### src/rtl/sdram_arb_pkg.sv
// Shared types and default widths for the SDRAM read arbiter.
//   state_t : arbiter FSM states
//   owner_t : which requester owns the current burst
package sdram_arb_pkg;

    localparam int unsigned ADDR_W = 25;
    localparam int unsigned DATA_W = 16;

    typedef enum logic [1:0] {
        IDLE,
        WAIT,
        BURST,
        GAP
    } state_t;

    typedef enum logic {
        OWN_VID,
        OWN_CPU
    } owner_t;

endpackage

### src/rtl/sdram_req_latch.sv
// Single-entry request latch: a pending flag plus the captured start address.
//   clk_i, rst_ni : clock, asynchronous active-low reset
//   req_i         : one-cycle request pulse, captures addr_i
//   addr_i        : request address
//   grant_i       : arbiter grant; clears pending unless a new pulse arrives
//   pending_o     : a request is waiting to be granted
//   addr_o        : most recently captured address
module sdram_req_latch #(
    parameter int unsigned ADDR_W = sdram_arb_pkg::ADDR_W
) (
    input  logic              clk_i,
    input  logic              rst_ni,
    input  logic              req_i,
    input  logic [ADDR_W-1:0] addr_i,
    input  logic              grant_i,
    output logic              pending_o,
    output logic [ADDR_W-1:0] addr_o
);

    logic              pending_q;
    logic [ADDR_W-1:0] addr_q;

    // A new pulse always wins over the grant, so a request arriving in the
    // grant cycle stays pending. Repeated pulses only overwrite the address.
    always_ff @(posedge clk_i or negedge rst_ni) begin
        if (!rst_ni) begin
            pending_q <= 1'b0;
            addr_q    <= '0;
        end else begin
            if (req_i) begin
                pending_q <= 1'b1;
                addr_q    <= addr_i;
            end else if (grant_i) begin
                pending_q <= 1'b0;
            end
        end
    end

    assign pending_o = pending_q;
    assign addr_o    = addr_q;

endmodule

### src/rtl/sdram_read_arbiter.sv
// Shares the SDRAM read port between the video line-fetch path (bursts it
// ends itself) and the CPU/ROM path (single words).
//   clk_sys_99_287, reset_n : system clock, asynchronous active-low reset
//   vid_rd/vid_addr         : video burst request and start address
//   vid_end_burst           : video request to end its burst
//   vid_data_available/vid_data : video data path (combinational from sd_out)
//   cpu_rd/cpu_addr         : CPU single-word request and address
//   cpu_data/cpu_ack        : registered CPU word and one-cycle valid pulse
//   sd_rd/sd_rd_addr        : read pulse and address to the controller
//   sd_end_burst            : burst terminate to the controller
//   sd_data_available/sd_out: controller data strobe and data
//   timeout_err             : sticky, set when no data arrives in time
module sdram_read_arbiter #(
    parameter int unsigned ADDR_W       = sdram_arb_pkg::ADDR_W,
    parameter int unsigned DATA_W       = sdram_arb_pkg::DATA_W,
    parameter int unsigned STARVE_LIMIT = 4,
    parameter int unsigned WAIT_TIMEOUT = 64
) (
    input  logic              clk_sys_99_287,
    input  logic              reset_n,
    input  logic              vid_rd,
    input  logic [ADDR_W-1:0] vid_addr,
    input  logic              vid_end_burst,
    output logic              vid_data_available,
    output logic [DATA_W-1:0] vid_data,
    input  logic              cpu_rd,
    input  logic [ADDR_W-1:0] cpu_addr,
    output logic [DATA_W-1:0] cpu_data,
    output logic              cpu_ack,
    output logic              sd_rd,
    output logic              sd_end_burst,
    output logic [ADDR_W-1:0] sd_rd_addr,
    input  logic              sd_data_available,
    input  logic [DATA_W-1:0] sd_out,
    output logic              timeout_err
);

    import sdram_arb_pkg::*;

    localparam int unsigned WaitW   = (WAIT_TIMEOUT > 1) ? $clog2(WAIT_TIMEOUT) : 1;
    localparam int unsigned StarveW = (STARVE_LIMIT > 0) ? $clog2(STARVE_LIMIT + 1) : 1;
    localparam logic [WaitW-1:0]   WaitLast  = WaitW'(WAIT_TIMEOUT - 1);
    localparam logic [StarveW-1:0] StarveMax = StarveW'(STARVE_LIMIT);

    state_t              state_q;
    owner_t              owner_q;
    logic [WaitW-1:0]    wait_cnt_q;
    logic [StarveW-1:0]  starve_cnt_q;
    logic                sd_rd_q;
    logic [ADDR_W-1:0]   sd_rd_addr_q;
    logic [DATA_W-1:0]   cpu_data_q;
    logic                cpu_ack_q;
    logic                timeout_err_q;
    logic                data_prev_q;

    logic                vid_pending;
    logic                cpu_pending;
    logic [ADDR_W-1:0]   vid_addr_lat;
    logic [ADDR_W-1:0]   cpu_addr_lat;
    logic                cpu_wins;
    logic                cpu_grant;
    logic                vid_grant;
    logic                in_xfer;
    logic                cpu_first_word;

    sdram_req_latch #(
        .ADDR_W (ADDR_W)
    ) u_vid_latch (
        .clk_i     (clk_sys_99_287),
        .rst_ni    (reset_n),
        .req_i     (vid_rd),
        .addr_i    (vid_addr),
        .grant_i   (vid_grant),
        .pending_o (vid_pending),
        .addr_o    (vid_addr_lat)
    );

    sdram_req_latch #(
        .ADDR_W (ADDR_W)
    ) u_cpu_latch (
        .clk_i     (clk_sys_99_287),
        .rst_ni    (reset_n),
        .req_i     (cpu_rd),
        .addr_i    (cpu_addr),
        .grant_i   (cpu_grant),
        .pending_o (cpu_pending),
        .addr_o    (cpu_addr_lat)
    );

    // Video has priority, but a waiting CPU request takes the next slot once
    // video has won STARVE_LIMIT grants in a row against it.
    always_comb begin
        cpu_wins  = cpu_pending && (!vid_pending || (starve_cnt_q == StarveMax));
        cpu_grant = (state_q == IDLE) && cpu_wins;
        vid_grant = (state_q == IDLE) && vid_pending && !cpu_wins;
    end

    assign in_xfer        = (state_q == WAIT) || (state_q == BURST);
    assign cpu_first_word = sd_data_available && (state_q == WAIT) && (owner_q == OWN_CPU);

    // Zero-latency steering; strobes outside WAIT/BURST are dropped.
    assign vid_data_available = sd_data_available && in_xfer && (owner_q == OWN_VID);
    assign vid_data           = sd_out;

    always_comb begin
        sd_end_burst = 1'b0;
        if (in_xfer) begin
            if (owner_q == OWN_VID) begin
                sd_end_burst = vid_end_burst;
            end else begin
                sd_end_burst = cpu_first_word;
            end
        end
    end

    always_ff @(posedge clk_sys_99_287 or negedge reset_n) begin
        if (!reset_n) begin
            state_q       <= IDLE;
            owner_q       <= OWN_VID;
            wait_cnt_q    <= '0;
            starve_cnt_q  <= '0;
            sd_rd_q       <= 1'b0;
            sd_rd_addr_q  <= '0;
            cpu_data_q    <= '0;
            cpu_ack_q     <= 1'b0;
            timeout_err_q <= 1'b0;
            data_prev_q   <= 1'b0;
        end else begin
            sd_rd_q     <= 1'b0;
            cpu_ack_q   <= 1'b0;
            data_prev_q <= sd_data_available;

            if (!cpu_pending || cpu_grant) begin
                starve_cnt_q <= '0;
            end else if (vid_grant && (starve_cnt_q != StarveMax)) begin
                starve_cnt_q <= starve_cnt_q + 1'b1;
            end

            unique case (state_q)
                IDLE: begin
                    if (cpu_grant || vid_grant) begin
                        sd_rd_q    <= 1'b1;
                        wait_cnt_q <= '0;
                        state_q    <= WAIT;
                        if (cpu_grant) begin
                            owner_q      <= OWN_CPU;
                            sd_rd_addr_q <= cpu_addr_lat;
                        end else begin
                            owner_q      <= OWN_VID;
                            sd_rd_addr_q <= vid_addr_lat;
                        end
                    end
                end
                WAIT: begin
                    if (sd_data_available) begin
                        state_q <= BURST;
                        if (owner_q == OWN_CPU) begin
                            cpu_data_q <= sd_out;
                            cpu_ack_q  <= 1'b1;
                        end
                    end else if (wait_cnt_q == WaitLast) begin
                        // Controller never answered: drop the request.
                        state_q       <= IDLE;
                        timeout_err_q <= 1'b1;
                    end else begin
                        wait_cnt_q <= wait_cnt_q + 1'b1;
                    end
                end
                BURST: begin
                    if (data_prev_q && !sd_data_available) begin
                        state_q <= GAP;
                    end
                end
                GAP: begin
                    // One idle cycle so the controller settles before the next grant.
                    state_q <= IDLE;
                end
                default: begin
                    state_q <= IDLE;
                end
            endcase
        end
    end

    assign sd_rd       = sd_rd_q;
    assign sd_rd_addr  = sd_rd_addr_q;
    assign cpu_data    = cpu_data_q;
    assign cpu_ack     = cpu_ack_q;
    assign timeout_err = timeout_err_q;

endmodule

### config.mk
export PLATFORM = sky130hd
export DESIGN_NAME = sdram_read_arbiter
export DESIGN_NICKNAME = d
export VERILOG_FILES = /design/src/rtl/sdram_arb_pkg.sv /design/src/rtl/sdram_req_latch.sv /design/src/rtl/sdram_read_arbiter.sv
export SDC_FILE = /design/constraint.sdc
export NUM_CORES = 1
export LEC_CHECK = 0
export BUFFER_PORTS_ARGS = -buffer_cell sky130_fd_sc_hd__buf_4
export CAP_MARGIN = 20
export CORE_MARGIN = 3
export CORE_UTILIZATION = 52
export DETAILED_ROUTE_END_ITERATION = 8
export PLACE_DENSITY = 0.79
export SLEW_MARGIN = 20
export SYNTH_ARGS = -nofsm -noshare
export SYNTH_HDL_FRONTEND = slang
export SYNTH_HIERARCHICAL = 1
export SYNTH_SLANG_ARGS = --single-unit
export TNS_END_PERCENT = 50
### constraint.sdc
create_clock -name clk_sys_99_287 -period 2.6 [get_ports clk_sys_99_287]
set_input_delay 0.26 -clock clk_sys_99_287 [delete_from_list [all_inputs] [get_ports clk_sys_99_287]]
set_output_delay 0.26 -clock clk_sys_99_287 [all_outputs]
set_load 0.02 [all_outputs]
==> run summary, run 1 <==
- **# IOs** 134
- **horizontal die dimension** 103 um
- **max-slew violation count** 0
- **clock-pin slew of the registers on the worst-case setup and hold paths** 100 ps
- **most area-consuming cells after synthesis** sky130_fd_sc_hd__dfrtp_1, sky130_fd_sc_hd__mux2_4, sky130_fd_sc_hd__mux2i_1, sky130_fd_sc_hd__mux2_2, sky130_fd_sc_hd__o21ai_1
- **Peak Freq** 434 MHz
- **Routed Antenna Nets** 0
- **number of DRC violations after detailed routing** 0
- **crit path DAT** 2050 ps
- **EDFF count, synth** 0
- **Net count, final** 562
- **Avg Synthesized Cell Area** 13.4 sq um
- **worst skew pair latency** 360 ps
- **cell chain of the critical path** inv_1 -> ha_1 -> nand3_2 -> a21boi_1 -> buf_4
- **result of the run** finished clean
- **antenna violations before repair** 0
- **number of buffers created by CTS** 9
- **nature of the critical path startpoint** flop
- **via count normalized by instance count** 5.26
- **share of synthesized area occupied by flip-flops and latches** 55.6%
- **Synth cell types** 38
- **hpwl dp** 6670 um
- **clock tree from TritonCTS** done
- **antenna diode count** 0
- **number of maximum-capacitance constraint violations** 0
- **buffers and inverters on the worst path** 2
- **Max-slew headroom** 37.0%
- **total congestion overflow after global routing** 0
- **first-pass GRT wire length** 15,600 um
- **placer congestion estimate** 0.817
- **average routed wire per standard cell** 16.0 um
- **Synth top area share** 55.6%
- **Final TNS setup** 0 ps
- **most instantiated cells after synthesis** sky130_fd_sc_hd__dfrtp_1, sky130_fd_sc_hd__mux2_4, sky130_fd_sc_hd__o21ai_1
- **DRT Wirelength** 9570 um
- **class of the tightest hold or removal check** primary input to flop
- **DR pass1 iterations** 4
- **endpoint required time on the critical path** 2340 ps
- **most common cell in the netlist** sky130_fd_sc_hd__dfrtp_1
- **Area growth syn-to-layout** 23.1%
- **post-route standard cell area excluding fillers** 0.00603 sq mm
- **cell with the largest stage delay on the worst path** sky130_fd_sc_hd__ha_1
- **number of placement rows** 34
- **crit path kind** flop to primary output
- **worst supply voltage drop on vdd** 0.505 mV
- **1st-iter DRT viols** 85
- **deepest level of the CTS H-tree** 3
- **Largest delay share family, worst path** adder cells
- **share of the clock period used by the worst path after layout** 88.7%
- **DIE AREA** 0.0106 sq mm
- **Async S/R FF share, synth** 100%
- **Gates resized, CTS repair** 0
- **Max FO, Critical Path** 13
- **Worst path max stage delay** 470 ps
- **Tightest Pin Transition** 941 ps
- **Util after Layout** 67.5%
- **dpl cell area** 0.00583 sq mm
- **share of post-route cells with drive strength above 1** 45.1%
- **Syn Std Cell Area** 0.00490 sq mm
- **number of inserted filler cells in the final layout** 680
- **final setup violation count** 0
- **total number of vias** 3,134
- **Ys Warns** 6
- **largest net degree at the start of global routing** 63
- **via count of the first global-routing pass** 3,183
- **Vert. Die Dim** 103 um
- **number of port buffers** 133
- **Cell Pwr Density** 1040 mW/mm^2
- **number of clock sinks seen by CTS** 109
- **cells after synthesis** 366
- **Initial Utilization** 54.9%
- **leakage power** 3.07 nW
- **largest area contributor in the netlist** sky130_fd_sc_hd__dfrtp_1
- **post-CTS setup-driven buffer insertion count** 0
- **Primary FF master, synth** sky130_fd_sc_hd__dfrtp_1
- **Critical Path Sink Type** primary output
- **flip-flop and latch count after synthesis** 109
- **clock skew** 14.4 ps
- **Clk Tree Root Cell** sky130_fd_sc_hd__clkbuf_8
- **Overall Global Routing Usage** 18.9%
- **cell count of the worst reg-to-reg path** 6
- **setup repair after global routing missed its margin** no
- **min cycle time layout** 2310 ps
- **core footprint** 0.00893 sq mm
- **end of the worst register-to-register path** wait_cnt_q[3]$_DFFE_PN0P_
- **number of hold violations in the final report** 0
- **maximum buffer depth of the clock tree** 2
- **destination of the critical timing path** sd_end_burst
- **Worst R2R Setup Slack** 530 ps
- **number of nets in the synthesized netlist** 445
- **number of cells on the critical path** 5
==> registers in the layout, indices dropped and copies added (netlist names), named ones only <==
| register | count |
|---|---|
| sd_rd_addr | 25 |
| u_cpu_latch/addr_o | 25 |
| u_vid_latch/addr_o | 25 |
| cpu_data | 16 |
| wait_cnt_q | 6 |
| starve_cnt_q | 3 |
| cpu_ack | 1 |
| data_prev_q | 1 |
| owner_q | 1 |
| sd_rd | 1 |
| state_q | 1 |
| timeout_err | 1 |
| u_cpu_latch/pending_o | 1 |
| u_vid_latch/pending_o | 1 |
==> cell type report <==
cell class	count	area [sq um]	area share [%]
tap	108	135	2.24
clock buffer	10	128	2.11
timing repair buffer	139	1070	17.7
inverter	11	41.3	0.684
multi-input combinational	213	1860	30.9
sequential	109	2730	45.2
clock inverter	6	70.1	1.16
==> power breakdown <==
part	internal (mW)	switching, mW	total, mW
Clock	0.455	0.569	1.02
Combinational	1.28	1.50	2.77
Sequential	2.18	0.317	2.50
Total	3.91	2.38	6.30
==> per-stage QoR <==
step | total power [mW] | instances | hold slack [ps] | worst slack (ps)
global route | 6.73 | 596 | 58.6 | 136
floorplan | 4.30 | 366 | -35.6 | 700
detailed placement | 5.33 | 579 | 388 | 567
global placement | 5.23 | 579 | 381 | 648
CTS | 6.36 | 596 | 50.4 | 274
finish | 6.30 | 596 | 77.3 | 293
==> placed cells by master, fill, tap and decap left out, types with 2 or more instances in the layout <==
cell type	instances
sky130_fd_sc_hd__inv_2	2
sky130_fd_sc_hd__nand2b_1	6
sky130_fd_sc_hd__mux2_1	8
sky130_fd_sc_hd__inv_1	9
sky130_fd_sc_hd__o21ai_1	34
sky130_fd_sc_hd__ha_1	7
sky130_fd_sc_hd__nand2_1	33
sky130_fd_sc_hd__a21boi_1	5
sky130_fd_sc_hd__clkbuf_8	9
sky130_fd_sc_hd__clkinv_4	2
sky130_fd_sc_hd__buf_12	2
sky130_fd_sc_hd__nor2_1	7
sky130_fd_sc_hd__buf_4	136
sky130_fd_sc_hd__dfrtp_1	109
sky130_fd_sc_hd__mux2_2	20
sky130_fd_sc_hd__nand3_1	6
sky130_fd_sc_hd__inv_6	2
sky130_fd_sc_hd__mux2_4	38
sky130_fd_sc_hd__a21oi_1	2
sky130_fd_sc_hd__a21o_1	3
sky130_fd_sc_hd__mux2i_1	26
==> timing repair <==
| action | CTS | global route |
|---|---|---|
| hold buffers | 1 | 0 |
| hold endpoints to repair | 34 | 0 |
| endpoints found under the setup margin | 0 | 0 |
==> worst min-delay path by stage <==
stage	start	end	slack (ps)	cells past startpoint
3_5_place_dp	reset_n	cpu_data[12]$_DFFE_PN0P_	390	1
4_1_cts	sd_data_available	data_prev_q$_DFF_PN0_	50	1
6_report	sd_data_available	data_prev_q$_DFF_PN0_	80	1
3_3_place_gp	reset_n	cpu_data[11]$_DFFE_PN0P_	380	1
5_1_grt	sd_data_available	data_prev_q$_DFF_PN0_	60	1
2_1_floorplan	reset_n	asynchronous set/reset pin	-40	0
==> per-layer routing <==
layer  vias up  global-route usage (%)  part of all wire [%]  wire length (um)
met5         -                       0                     0                 0
met4         0                    5.58                   1.1               102
met3        10                    5.95                   7.6               725
met2       111                    30.5                    48              4590
met1      1532                    24.7                    43              4150
li1       1481                       -                     -                 -
==> kinds of logic (layout without fill, tap and decap cells) <==
| logic type | after synthesis | count (layout) | share of synthesized area [%] |
|---|---|---|---|
| muxes | 92 | 92 | 23.4 |
| and+or+nand+nor | 58 | 58 | 5.41 |
| buffers and inverters | 44 | 166 | 6.61 |
| AOI/OAI and AO/OA | 56 | 56 | 7.17 |
| DFF | 109 | 109 | 55.6 |
| adders and majority gates | 7 | 7 | 1.79 |
Note: power is estimated with default switching activity, not from simulation.
==> run 2, diff against run 1 <==
==> constraint.sdc (replaced) <==
create_clock -name clk_sys_99_287 -period 2.6 [get_ports clk_sys_99_287]
set_input_delay 0.52 -clock clk_sys_99_287 [delete_from_list [all_inputs] [get_ports clk_sys_99_287]]
set_output_delay 0.52 -clock clk_sys_99_287 [all_outputs]
set_load 0.02 [all_outputs]
==> run summary, run 2 (same netlist as run 1, synthesis figures left out) <==
- **result of the run** finished clean
- **core footprint** 0.00893 sq mm, unchanged
- **Routed Antenna Nets** 0, unchanged
- **Max FO, Critical Path** 13, unchanged
- **leakage power** 3.06 nW, -0.23%
- **clock skew** 12.1 ps, -2.29 ps
- **max-slew violation count** 0, unchanged
- **1st-iter DRT viols** 78, -8.2%
- **Tightest Pin Transition** 952 ps, +11.2 ps
- **number of clock sinks seen by CTS** 109, unchanged
- **class of the tightest hold or removal check** primary input to asynchronous set/reset pin
- **number of placement rows** 34, unchanged
- **Area growth syn-to-layout** 22.7%
- **via count of the first global-routing pass** 3,082, -3.2%
- **deepest level of the CTS H-tree** 3, unchanged
- **Final TNS setup** 0 ps, unchanged
- **min cycle time layout** 2290 ps, -12.2 ps
- **worst skew pair latency** 360 ps, about the same
- **clock tree from TritonCTS** done
- **total number of vias** 3,117, -0.54%
- **number of port buffers** 133, unchanged
- **number of DRC violations after detailed routing** 0, unchanged
- **antenna diode count** 0, unchanged
- **placer congestion estimate** 0.819, +0.32%
- **most frequent standard cell in the layout excluding fill and tap cells** sky130_fd_sc_hd__buf_4
- **most frequent cells in the layout** sky130_fd_sc_hd__buf_4, sky130_fd_sc_hd__dfrtp_1, sky130_fd_sc_hd__mux2_4
- **horizontal die dimension** 103 um, unchanged
- **maximum buffer depth of the clock tree** 2, unchanged
- **Critical Path Sink Type** primary output
- **setup repair after global routing missed its margin** no
- **first-pass GRT wire length** 14,900 um, -4.9%
- **crit path DAT** 1770 ps, -280 ps
- **busiest grt layer** met2
- **Initial Utilization** 54.9%, unchanged
- **number of buffers created by CTS** 9, unchanged
- **buffers and inverters on the worst path** 2, unchanged
- **nature of the critical path startpoint** flop
- **share of total power in combinational logic** 44.4%, +0.4 points
- **number of hold violations in the final report** 0, unchanged
- **share of the clock period used by the worst path after layout** 88.3%, -0.47 points
- **clock group share of total power** 15.4%, -0.9 points
- **hpwl dp** 6610 um, -0.77%
- **worst supply voltage drop on vdd** 0.523 mV, +3.5%
- **Cell Pwr Density** 1030 mW/mm^2, -1.2%
- **part of the power in registers** 40.2%, +0.5 points
- **Gates resized, CTS repair** 0, unchanged
- **final setup violation count** 0, unchanged
- **total congestion overflow after global routing** 0, unchanged
- **number of maximum-capacitance constraint violations** 0, unchanged
- **endpoint required time on the critical path** 2080 ps, -260 ps
- **crit path kind** flop to primary output
- **cell chain of the critical path** inv_1 -> ha_1 -> nand3_2 -> a21boi_1 -> buf_4
- **Net count, final** 562, unchanged
- **Clk Tree Root Cell** sky130_fd_sc_hd__clkbuf_8
- **Peak Freq** 436 MHz, +0.53%
- **largest net degree at the start of global routing** 39, -38%
- **Worst path max stage delay** 460 ps, about the same
- **DIE AREA** 0.0106 sq mm, unchanged
- **Overall Global Routing Usage** 17.9%, -1.1 points
- **share of post-route cells with drive strength above 1** 45.5%, +0.41 points
- **average routed wire per standard cell** 15.5 um, -3.6%
- **clock-pin slew of the registers on the worst-case setup and hold paths** 110 ps, about the same
- **antenna violations before repair** 0, unchanged
- **launch point of the worst reg-to-reg path** state_q[0]$_DFFE_PN0P_
- **# IOs** 134, unchanged
- **met3 track utilization from global routing** 6.36%, +0.41 points
- **DR pass1 iterations** 4, unchanged
- **post-CTS setup-driven buffer insertion count** 0, unchanged
- **sw frac** 38.1%, +0.24 points
- **met2 Resource Use GR** 27.9%, -2.6 points
- **met1 layer usage reported by global route** 24.0%, -0.68 points
- **Power Internal** 3.84 mW, -1.9%
- **CTS Hold Buffers Added** 0, -1
- **DRT Wirelength** 9220 um, -3.6%
- **Vert. Die Dim** 103 um, unchanged
- **cell with the largest stage delay on the worst path** sky130_fd_sc_hd__ha_1
- **Power Total** 6.20 mW, -1.5%
- **switching power of the nets** 2.36 mW, -0.92%
- **via count normalized by instance count** 5.23, -0.54%
- **Max-slew headroom** 36.3%, -0.75 points
- **Largest delay share family, worst path** adder cells
## run 2: changes by cell type in the layout (fill, tap and decap cells not counted), sizes merged
| cell | change |
|---|---|
| dlygate4sd3 | -1 |
| buf | +1 |
| clkinvlp | +1 |
| inv | +1 |
| clkinv | -1 |
| bufinv | -1 |
## run 2: final cells by class
class,instances,area [sq um]
Clock buffer,10,138
Clock inverter,6,43.8
Fill cell,681,2920
Inverter,11,41.3
Multi-Input combinational cell,213,1860
Sequential cell,109,2730
Tap cell,108,135
Timing Repair Buffer,139,1070
## run 2: worst reg2reg max path: stages, from the launching register on
cell                       delay, ps
sky130_fd_sc_hd__dfrtp_1         400
sky130_fd_sc_hd__inv_1           110
sky130_fd_sc_hd__ha_1            330
sky130_fd_sc_hd__nor3b_1         220
sky130_fd_sc_hd__a211o_4         360
sky130_fd_sc_hd__or2_4           290
sky130_fd_sc_hd__o311ai_2        250
## run 2: metrics by stage
| step | cells | util (%) | hold slack (ps) | setup WS [ps] | area, sq um |
|---|---|---|---|---|---|
| after floorplan | 366 | - | 224 | 440 | 4900 |
| after global placement | 580 | 65.3 | 456 | 648 | 5830 |
| after detailed placement | 580 | 65.3 | 462 | 567 | 5830 |
| after CTS | 596 | 67.3 | 117 | 285 | 6020 |
| after global routing | 596 | 67.3 | 124 | 178 | 6020 |
| final | 596 | 67.3 | 112 | 305 | 6020 |
## run 2: worst paths after layout
kind / to / slack [ps] / cells past startpoint
setup / recovery: sd_end_burst / 310 / 5
hold / removal: sd_rd_addr[13]$_DFFE_PN0P_ / 110 / 1
setup reg to reg: wait_cnt_q[3]$_DFFE_PN0P_ / 550 / 6
hold reg to reg: timeout_err$_DFFE_PN0P_ / 480 / 2
max in group asynchronous: u_cpu_latch/addr_o[6]$_DFFE_PN0P_ / 1790 / 2
min in group clk_sys_99_287: data_prev_q$_DFF_PN0_ / 330 / 1
## run 2: per-layer routing
metal / wire length, um / part of all wire [%]
met1: 3890 / 42
met2: 4420 / 48
met3: 835 / 9.1
met4: 82 / 0.89
met5: 0 / 0
## run 2: power groups by stage
stage | clock (mW) | sequential [mW] | combinational (mW)
after detailed placement | 0 | 2.53 | 2.79
after global placement | 0 | 2.51 | 2.72
after global routing | 1.05 | 2.56 | 3.02
final | 0.954 | 2.49 | 2.75
after CTS | 0.984 | 2.49 | 2.80
after floorplan | 0 | 2.85 | 1.45
==> run 3, diff against run 2 <==
Settings changed: CAP_MARGIN 20 to unset, GPL_TIMING_DRIVEN set to 0.
==> run summary, run 3 (same netlist as run 1, synthesis figures left out) <==
- **result of the run** finished clean
- **share of post-route cells with drive strength above 1** 46.9%, +1.4 points
- **worst hold margin** 251 ps, +140 ps
- **total area of sequential cells** 0.00273 sq mm, unchanged
- **1st-iter DRT viols** 120, +54%
- **total number of vias** 3,198, +2.6%
- **Max-slew headroom** 35.3%, -0.94 points
- **Largest delay share family, worst path** buffers and inverters
- **Final TNS setup** 0 ps, unchanged
- **setup repair after global routing missed its margin** no
- **via count normalized by instance count** 5.13, -2.0%
- **DR pass1 iterations** 4, unchanged
- **number of clock sinks seen by CTS** 109, unchanged
- **via count of the first global-routing pass** 3,411, +11%
- **end of the worst register-to-register path** wait_cnt_q[2]$_DFFE_PN0P_
- **first-pass GRT wire length** 16,100 um, +8.4%
- **Worst R2R Setup Slack** 570 ps, +20 ps
- **deepest level of the CTS H-tree** 3, unchanged
- **crit path kind** flop to primary output
- **Tightest Pin Transition** 970 ps, +17.8 ps
- **min cycle time layout** 2240 ps, -55.4 ps
- **number of maximum-capacitance constraint violations** 0, unchanged
- **total congestion overflow after global routing** 0, unchanged
- **cell with the largest stage delay on the worst path** sky130_fd_sc_hd__dfrtp_1
- **horizontal die dimension** 103 um, unchanged
- **combined area of the multi-input logic cells** 0.00186 sq mm, -0.20%
- **Cell Pwr Density** 1010 mW/mm^2, -2.1%
- **cell count of the worst reg-to-reg path** 7, +1
- **final setup violation count** 0, unchanged
- **Peak Freq** 447 MHz, +2.5%
- **buffers and inverters on the worst path** 3, +1
- **number of inserted filler cells in the final layout** 648, -4.8%
- **Overall Global Routing Usage** 19.4%, +1.6 points
- **number of port buffers** 131, -1.5%
- **hpwl dp** 7180 um, +8.6%
- **placer congestion estimate** 0.861, +5.0%
- **antenna diode count** 0, unchanged
- **worst skew pair latency** 360 ps, about the same
- **number of DRC violations after detailed routing** 0, unchanged
- **Max FO, Critical Path** 10, -3
- **core footprint** 0.00893 sq mm, unchanged
- **most frequent cells in the layout** sky130_fd_sc_hd__buf_4, sky130_fd_sc_hd__dfrtp_1, sky130_fd_sc_hd__mux2_4
- **max-slew violation count** 0, unchanged
- **destination of the critical timing path** sd_end_burst
- **largest net degree at the start of global routing** 110, +180%
- **most frequent standard cell in the layout excluding fill and tap cells** sky130_fd_sc_hd__buf_4
- **Clk Tree Root Cell** sky130_fd_sc_hd__clkbuf_8
- **number of hold violations in the final report** 0, unchanged
- **filler-free cell count of the finished design** 624, +4.7%
- **antenna violations before repair** 0, unchanged
- **Vert. Die Dim** 103 um, unchanged
- **leakage power** 3.17 nW, +3.7%
- **endpoint required time on the critical path** 2080 ps, about the same
- **Initial Utilization** 54.9%, unchanged
- **# IOs** 134, unchanged
- **Routed Antenna Nets** 0, unchanged
- **number of cells on the critical path** 6, +1
- **crit path DAT** 1720 ps, -50 ps
- **number of placement rows** 34, unchanged
- **worst supply voltage drop on vdd** 0.501 mV, -4.3%
- **CTS Hold Buffers Added** 0, unchanged
- **nature of the critical path startpoint** flop
- **maximum buffer depth of the clock tree** 2, unchanged
- **class of the tightest hold or removal check** primary input to asynchronous set/reset pin
- **Net count, final** 590, +5.0%
- **number of buffers created by CTS** 9, unchanged
- **average routed wire per standard cell** 16.0 um, +3.1%
- **clock-pin slew of the registers on the worst-case setup and hold paths** 100 ps, about the same
- **clock tree from TritonCTS** done
- **DIE AREA** 0.0106 sq mm, unchanged
- **DRT Wirelength** 9960 um, +8.0%
- **clock skew** 12.7 ps, +0.590 ps
- **share of the clock period used by the worst path after layout** 86.1%, -2.1 points
- **cell total after placement** 605, +4.3%
- **Critical Path Sink Type** primary output
- **Worst path max stage delay** 400 ps, -60 ps
- **critical path's most frequent cell** sky130_fd_sc_hd__buf_4
- **Area growth syn-to-layout** 27.2%
- **launch point of the worst reg-to-reg path** state_q[0]$_DFFE_PN0P_
- **cell chain of the critical path** inv_1 -> ha_1 -> buf_4 -> nand3_4 -> a21boi_1 -> buf_4
-- run 3: changes by cell type in the layout (fill, tap and decap cells not counted), moves of 2 or more --
cell / previous run / this run
sky130_fd_sc_hd__buf_12: 2 / 4
sky130_fd_sc_hd__buf_4: 137 / 153
sky130_fd_sc_hd__buf_6: 0 / 4
sky130_fd_sc_hd__clkbuf_1: 0 / 7
sky130_fd_sc_hd__clkinv_2: 2 / 0
sky130_fd_sc_hd__inv_6: 3 / 1
-- run 3: routing by layer --
| layer | routed length, um | GRT usage [%] | part of all wire, % | vias to the layer above |
|---|---|---|---|---|
| met1 | 4230 | 24.1 | 42 | 1548 |
| met4 | 118 | 5.58 | 1.2 | 0 |
| met3 | 749 | 5.41 | 7.5 | 14 |
| met2 | 4860 | 33.4 | 49 | 101 |
| li1 | - | - | - | 1535 |
| met5 | 0 | 0 | 0 | - |
-- run 3: power by group --
| group | internal (mW) | switching [mW] | total (mW) |
|---|---|---|---|
| clock | 0.382 | 0.561 | 0.942 |
| sequential | 2.18 | 0.300 | 2.48 |
| combinational | 1.32 | 1.55 | 2.86 |
-- run 3: how the worst min path moves through the flow --
stage,depth (start not counted),slack [ps],startpoint,endpoint
finish,1,250,reset_n,state_q[0]$_DFFE_PN0P_
global route,1,330,sd_data_available,data_prev_q$_DFF_PN0_
CTS,1,320,reset_n,cpu_data[6]$_DFFE_PN0P_
detailed placement,2,460,timeout_err$_DFFE_PN0P_,timeout_err$_DFFE_PN0P_
global placement,1,460,u_cpu_latch/pending_o$_DFFE_PN0P_,u_cpu_latch/pending_o$_DFFE_PN0P_
floorplan,0,220,reset_n,asynchronous set/reset pin
-- run 3: cell type report --
cell class,instances,area share [%]
Inverter,11,0.662
Clock inverter,4,0.522
Clock buffer,12,2.33
Sequential cell,109,43.7
Multi-Input combinational cell,213,29.8
Timing Repair Buffer,135,16.3
Buffer,32,4.49
Tap cell,108,2.17
-- run 3: stage by stage --
step	cell area, sq um	utilization (%)	power (mW)	worst slack, ps
2_1_floorplan	4900	-	4.30	440
3_3_place_gp	6020	67.4	5.29	302
3_5_place_dp	6020	67.4	5.39	229
4_1_cts	6210	69.5	6.35	8.29
5_1_grt	6240	69.8	6.73	201
6_report	6240	69.8	6.29	361
-- run 3: timing repair --
item / CTS / global route
setup endpoints to repair: 1 / 1
pin swaps: 0 / 1
buffers inserted: 0 / 4
resized for setup: 2 / 0
